### src/rtl/btn_pulse_cond_if.sv
// Button/pulse bundle between the front-end conditioner and the datapath.
// The conditioner is master; the datapath (or a bench) is slave.
interface btn_pulse_cond_if;
  logic [7:0] btn_raw;
  logic       Pulse;
  logic       Reset;
  logic       Timeset;
  logic       Alarmset;
  logic       Minadv;
  logic       Hrsadv;
  logic       Dayadv;
  logic       Dateadv;
  logic       Monthadv;
  logic       Alarmon;

  modport master (
    input  btn_raw,
    output Pulse, Reset,
    output Timeset, Alarmset,
    output Minadv, Hrsadv, Dayadv,
    output Dateadv, Monthadv, Alarmon
  );

  modport slave (
    output btn_raw,
    input  Pulse, Reset,
    input  Timeset, Alarmset,
    input  Minadv, Hrsadv, Dayadv,
    input  Dateadv, Monthadv, Alarmon
  );
endinterface

### src/rtl/btn_pulse_cond.sv
// Clock/calendar front end: 1 Hz Pulse divider, reset synchronizer,
// button synchronize/debounce and Pulse-aligned re-timing of button levels.
module btn_pulse_cond #(
  parameter int DIV       = 50_000_000,
  parameter int DB_CYCLES = 500_000
) (
  input  logic clk,
  input  logic rst,
  btn_pulse_cond_if.master bus
);
  localparam int CW   = $clog2(DIV);
  localparam int HALF = DIV / 2;
  localparam int RCW  = (DB_CYCLES > 1) ? $clog2(DB_CYCLES) : 1;
  localparam logic [RCW-1:0] RC_MAX = RCW'(DB_CYCLES - 1);

  logic [1:0]          rs_q;
  logic                reset_w;
  logic [CW-1:0]       cnt_q, cnt_d;
  logic                pulse_q, pulse_d;
  logic                load;
  logic [7:0]          s1_q, s2_q;
  logic [7:0]          db_q, db_d;
  logic [7:0][RCW-1:0] rc_q, rc_d;
  logic [7:0]          stage_q, stage_d;
  logic                gate;

  // Reset asserts asynchronously, releases on the 2nd edge after rst rises.
  always_ff @(posedge clk or negedge rst) begin
    if (!rst) rs_q <= 2'b11;
    else      rs_q <= {rs_q[0], 1'b0};
  end

  assign reset_w = rs_q[1];

  always_comb begin
    cnt_d   = '0;
    pulse_d = 1'b0;
    if (!reset_w) begin
      if (cnt_q != CW'(DIV - 1)) cnt_d = cnt_q + CW'(1);
      pulse_d = (cnt_q >= CW'(HALF));
    end
  end

  // Outputs are re-timed onto the Pulse falling edge.
  assign load = pulse_q & ~pulse_d;

  always_comb begin
    db_d    = db_q;
    rc_d    = '0;
    stage_d = load ? db_q : stage_q;
    for (int i = 0; i < 8; i++) begin
      if (s2_q[i] != db_q[i]) begin
        if (rc_q[i] == RC_MAX) db_d[i] = s2_q[i];
        else                   rc_d[i] = rc_q[i] + RCW'(1);
      end
    end
    if (reset_w) begin
      db_d    = '0;
      stage_d = '0;
    end
  end

  always_ff @(posedge clk or negedge rst) begin
    if (!rst) begin
      cnt_q   <= '0;
      pulse_q <= 1'b0;
      s1_q    <= '0;
      s2_q    <= '0;
      db_q    <= '0;
      rc_q    <= '0;
      stage_q <= '0;
    end else begin
      cnt_q   <= cnt_d;
      pulse_q <= pulse_d;
      s1_q    <= reset_w ? 8'h00 : bus.btn_raw;
      s2_q    <= reset_w ? 8'h00 : s1_q;
      db_q    <= db_d;
      rc_q    <= rc_d;
      stage_q <= stage_d;
    end
  end

  // Advance buttons only act with exactly one set-button held.
  assign gate = stage_q[0] ^ stage_q[1];

  assign bus.Pulse    = pulse_q;
  assign bus.Reset    = reset_w;
  assign bus.Timeset  = stage_q[0];
  assign bus.Alarmset = stage_q[1];
  assign bus.Minadv   = stage_q[2] & gate;
  assign bus.Hrsadv   = stage_q[3] & gate;
  assign bus.Dayadv   = stage_q[4] & gate;
  assign bus.Dateadv  = stage_q[5] & gate;
  assign bus.Monthadv = stage_q[6] & gate;
  assign bus.Alarmon  = stage_q[7];
endmodule
### src/flat_wrapper.sv
// flat-port wrapper written by rule: the top's interface ports become plain ports
module btn_pulse_cond_flat 
#(
  parameter int DIV       = 50_000_000,
  parameter int DB_CYCLES = 500_000
)
  (clk, rst, bus_btn_raw, bus_Pulse, bus_Reset, bus_Timeset, bus_Alarmset, bus_Minadv, bus_Hrsadv, bus_Dayadv, bus_Dateadv, bus_Monthadv, bus_Alarmon);
  btn_pulse_cond_if bus_i ();
  input  logic clk;
  input  logic rst;
  input wire logic [$bits(bus_i.btn_raw)-1:0] bus_btn_raw;
  output wire logic [$bits(bus_i.Pulse)-1:0] bus_Pulse;
  output wire logic [$bits(bus_i.Reset)-1:0] bus_Reset;
  output wire logic [$bits(bus_i.Timeset)-1:0] bus_Timeset;
  output wire logic [$bits(bus_i.Alarmset)-1:0] bus_Alarmset;
  output wire logic [$bits(bus_i.Minadv)-1:0] bus_Minadv;
  output wire logic [$bits(bus_i.Hrsadv)-1:0] bus_Hrsadv;
  output wire logic [$bits(bus_i.Dayadv)-1:0] bus_Dayadv;
  output wire logic [$bits(bus_i.Dateadv)-1:0] bus_Dateadv;
  output wire logic [$bits(bus_i.Monthadv)-1:0] bus_Monthadv;
  output wire logic [$bits(bus_i.Alarmon)-1:0] bus_Alarmon;
  assign bus_i.btn_raw = bus_btn_raw;
  assign bus_Pulse = bus_i.Pulse;
  assign bus_Reset = bus_i.Reset;
  assign bus_Timeset = bus_i.Timeset;
  assign bus_Alarmset = bus_i.Alarmset;
  assign bus_Minadv = bus_i.Minadv;
  assign bus_Hrsadv = bus_i.Hrsadv;
  assign bus_Dayadv = bus_i.Dayadv;
  assign bus_Dateadv = bus_i.Dateadv;
  assign bus_Monthadv = bus_i.Monthadv;
  assign bus_Alarmon = bus_i.Alarmon;
  btn_pulse_cond #(.DIV(DIV), .DB_CYCLES(DB_CYCLES)) u_core (.clk(clk), .rst(rst), .bus(bus_i));
endmodule
### config.mk
export PLATFORM = sky130hd
export DESIGN_NAME = btn_pulse_cond_flat
export DESIGN_NICKNAME = d
export VERILOG_FILES = /design/src/rtl/btn_pulse_cond_if.sv /design/src/rtl/btn_pulse_cond.sv /design/src/flat_wrapper.sv
export SDC_FILE = /design/constraint.sdc
export NUM_CORES = 1
export LEC_CHECK = 0
export BUFFER_PORTS_ARGS = -buffer_cell sky130_fd_sc_hd__buf_2
export CORE_MARGIN = 1
export CORE_UTILIZATION = 40
export CTS_CLUSTER_SIZE = 12
export DETAILED_ROUTE_END_ITERATION = 12
export MAX_ROUTING_LAYER = met4
export PLACE_DENSITY_LB_ADDON = 0.1
export SYNTH_ARGS = -nofsm -noshare
export SYNTH_HDL_FRONTEND = slang
export SYNTH_SLANG_ARGS = --single-unit
### constraint.sdc
create_clock -name clk -period 2 [get_ports clk]
set_input_delay 0 -clock clk [delete_from_list [all_inputs] [get_ports clk]]
set_output_delay 0 -clock clk [all_outputs]
set_load 0.02 [all_outputs]
==> impl_summary.log <==
[metrics] critical path's most frequent cell: sky130_fd_sc_hd__or4_4
[metrics] Static Leak: 4.97 nW
[metrics] total number of nets in the final design: 1196
[metrics] Final Max Slew Viols: 0
[metrics] post-placement cell area: 11500 µm²
[metrics] Final Setup Violations: 0
[metrics] final hold vios: 0
[metrics] effective utilization at floorplan: 0.406
[metrics] setup repair after global routing missed its margin: true
[metrics] DRT Wirelength: 22000 µm
[metrics] Core Footprint: 26000 µm²
[metrics] CP Data Required Time: 2.44 ns
[metrics] 1st-iter DRT viols: 359
[metrics] mux share of post-synthesis cell area: 0.00759
[metrics] Die X-Extent: 164 µm
[metrics] GR Util All Layers: 0.174
[metrics] Final GP Congestion: 0.802
[metrics] run status: completed
[metrics] ranking of synthesized cells by area: sky130_fd_sc_hd__dfrtp_1, sky130_fd_sc_hd__xnor2_1, sky130_fd_sc_hd__nor2_1
[metrics] fraction of the mapped netlist area in simple logic gates: 0.272
[metrics] chip height: 164 µm
[metrics] routed via count: 8071
[metrics] cells along the critical path: or4_4 > or4_4 > or3_4 > a21oi_2
[metrics] dominant cell type by area after synthesis: sky130_fd_sc_hd__dfrtp_1
[metrics] Post-Synth XOR/XNOR Area: 0.0914
[metrics] share of post-route cells with drive strength above 1: 0.142
[metrics] count of clock tree sinks: 213
[metrics] largest vdd supply drop: 0.000735 V
[metrics] average cell area after synthesis: 9.76 µm²
[metrics] Synth top cells by count: sky130_fd_sc_hd__dfrtp_1, sky130_fd_sc_hd__nor2_1, sky130_fd_sc_hd__a21oi_1
[metrics] Post-Syn Instances: 1081
[metrics] Post-Syn Nets: 1101
[metrics] Max-cap violations: 0
[metrics] via density per instance: 5.28
[metrics] minimum clock period: 1.99 ns
[metrics] largest family of logic cells by synthesized area: simple AND/OR/NAND/NOR gates
[metrics] Netlist cell types: 51
[metrics] endpoint arrival time on the critical path: 2.43 ns
[metrics] Die Footprint: 27000 µm²
[metrics] Max Freq: 503 MHz
[metrics] Clock Path Buffers: 3
[metrics] worst-path maximum fanout: 3
[metrics] clock tree from TritonCTS: yes
[metrics] CP peak stage delay: 0.56 ns
[metrics] hpwl dp: 14800 µm
[metrics] clock buffer count from CTS: 25
[metrics] grt ovf: 0
[metrics] CTS clock-pin slew for the worst setup and hold paths: 0.06 ns
[metrics] number of remaining DRC errors: 0
[metrics] most frequently used cell type in the post-synthesis netlist: sky130_fd_sc_hd__dfrtp_1
[metrics] first-pass GRT wire length: 37600 µm
[metrics] synthesized-area fraction occupied by ao, oa, aoi and oai cells: 0.0832
[metrics] antenna cell count: 0
[metrics] CP max stage cell: sky130_fd_sc_hd__or4_4
[metrics] Rows: 59
[metrics] cell at the root of the clock tree: sky130_fd_sc_hd__clkbuf_16
[metrics] number of antenna violations at the first check in global routing: 0
[metrics] crit path buf inv count: 0
[metrics] relative area change from synthesis to final layout: 19.7%
[metrics] share of the synthesized area in the top cell type: 0.501
[metrics] FFs w/ async S/R, synth: 1.00
[metrics] iteration count of the initial detailed-routing pass: 4
[metrics] ys flop type: sky130_fd_sc_hd__dfrtp_1
[metrics] worst min-delay path category: input pin to asynchronous set/reset pin
[metrics] critical path start-end classification: flip-flop to flip-flop
[metrics] largest net degree at the start of global routing: 75
[metrics] Worst Setup Start Kind: flip-flop
[metrics] kind of end point of the critical path: flip-flop
[metrics] Cell Area, Synth: 10500 µm²
[metrics] power consumption: 9.28 mW
[metrics] number of global-route vias before repair: 7843
[metrics] Ports: 20
[metrics] gate family responsible for the most delay along the worst path: simple AND/OR/NAND/NOR gates
[metrics] transition time at the pin with the least slew margin: 0.591 ns
[metrics] post-route cell area: 12600 µm²
[metrics] clock latency on the worst-skew pair: 0.52 ns
[metrics] H-tree levels: 1
[metrics] final period utilization: 0.994
[metrics] number of synthesized flops with an enable pin: 0
[metrics] remaining number of nets flagged by the antenna check after routing: 0
[metrics] worst-case clock skew: 0.0163 ns
[metrics] average wire length per cell after detail routing: 14.4 µm
[metrics] IO Port Bufs: 19
[metrics] share of the yosys chip area belonging to registers: 0.506
[metrics] synthesized-area fraction occupied by adder cells: 0.0119
[metrics] post-synthesis register bit count: 213
[metrics] relative slew slack: 0.606
[metrics] count of synthesis-stage warnings from yosys: 0
[metrics] cell area power density: 735 nW/µm²
-- flip-flops by register name, indices dropped and copies added (netlist names) --
signal            count
u_core.stage_q        8
u_core.cnt_q         26
u_core.s1_q           8
u_core.s2_q           8
u_core.bus.Pulse      1
u_core.rc_q         152
u_core.rs_q           2
u_core.db_q           8
-- cell families after synthesis --
logic type | Yosys count
flops | 213
buf+inv | 66
fa+ha+maj | 10
compound gates | 150
simple gates | 523
mux | 8
other cells | 1
xor+xnor | 110
-- final cells by class --
cell class              count  area (µm²)
fillers                  2441       13400
flip-flops and latches    213        5340
multi-input cells         803        5030
repair buffers            100         873
clock buffers              35         713
well taps                 335         419
clock inverters            10         129
inverters                  33         124
-- power breakdown --
group / switching [mW] / internal (mW)
Clock: 1.77 / 2.86
Combinational: 0.174 / 0.104
Sequential: 0.0282 / 4.34
-- path summary, 6_finish.rpt --
kind,start,to,slack (ns),cells after the start
worst max-delay path,u_core.rc_q[109],u_core.db_q[5],0.01,4
worst min-delay path,rst,u_core.rc_q[56],0.04,2
worst max register to register,u_core.rc_q[109],u_core.db_q[5],0.01,4
worst min register to register,u_core.rs_q[0],u_core.rs_q[1],0.36,0
max in group asynchronous,rst,u_core.rc_q[81],1.30,3
min in group clk,bus_btn_raw[7],u_core.s1_q[7],0.23,3
-- metal layers --
layer,GRT usage,share of wire,vias up
met2,0.279,0.46,103
met3,0.0246,0.032,36
met1,0.231,0.49,3872
met5,-,0,-
met4,0.0496,0.024,0
li1,-,-,4060
-- what timing repair did --
action	CTS	global route
buffers inserted	1	1
endpoints found under the hold margin	221	0
gates resized for setup	0	26
hold buffers	9	0
gates cloned	0	2
setup endpoints to repair	1	45
pin swaps	1	8
-- metrics by stage --
| step | hold WS [ns] | setup slack [ns] | setup TNS (ns) | util | std cells |
|---|---|---|---|---|---|
| after floorplan | -0.296 | 0.00426 | 0 | - | 1081 |
| final | 0.0425 | 0.0112 | 0 | 0.486 | 1529 |
| after CTS | 0.0649 | 0.00122 | 0 | 0.480 | 1526 |
| after detailed placement | 0.0265 | 0.00329 | 0 | 0.444 | 1471 |
| after global routing | 0.0958 | -0.0597 | -0.981 | 0.486 | 1529 |
| after global placement | 0.0265 | 0.0106 | 0 | 0.444 | 1471 |
-- placed cells by master, fill, tap and decap left out, types with 17 or more instances in the layout --
| master | synthesis | routed |
|---|---|---|
| sky130_fd_sc_hd__xnor2_1 | 63 | 63 |
| sky130_fd_sc_hd__buf_2 | 2 | 18 |
| sky130_fd_sc_hd__or3_1 | 50 | 48 |
| sky130_fd_sc_hd__nand4_1 | 44 | 44 |
| sky130_fd_sc_hd__nand2_1 | 67 | 66 |
| sky130_fd_sc_hd__and2_1 | 21 | 21 |
| sky130_fd_sc_hd__inv_1 | 33 | 33 |
| sky130_fd_sc_hd__nand2b_1 | 17 | 17 |
| sky130_fd_sc_hd__nand3_1 | 62 | 60 |
| sky130_fd_sc_hd__o31ai_1 | 24 | 24 |
| sky130_fd_sc_hd__clkbuf_16 | 0 | 26 |
| sky130_fd_sc_hd__o21ai_0 | 40 | 40 |
| sky130_fd_sc_hd__nor2_1 | 124 | 124 |
| sky130_fd_sc_hd__buf_4 | 2 | 60 |
| sky130_fd_sc_hd__a21oi_1 | 68 | 60 |
| sky130_fd_sc_hd__xor2_1 | 47 | 47 |
| sky130_fd_sc_hd__or4_1 | 29 | 28 |
| sky130_fd_sc_hd__nor4_1 | 28 | 27 |
| sky130_fd_sc_hd__dfrtp_1 | 211 | 208 |
No activity file was read; power rests on OpenSTA's default activity.
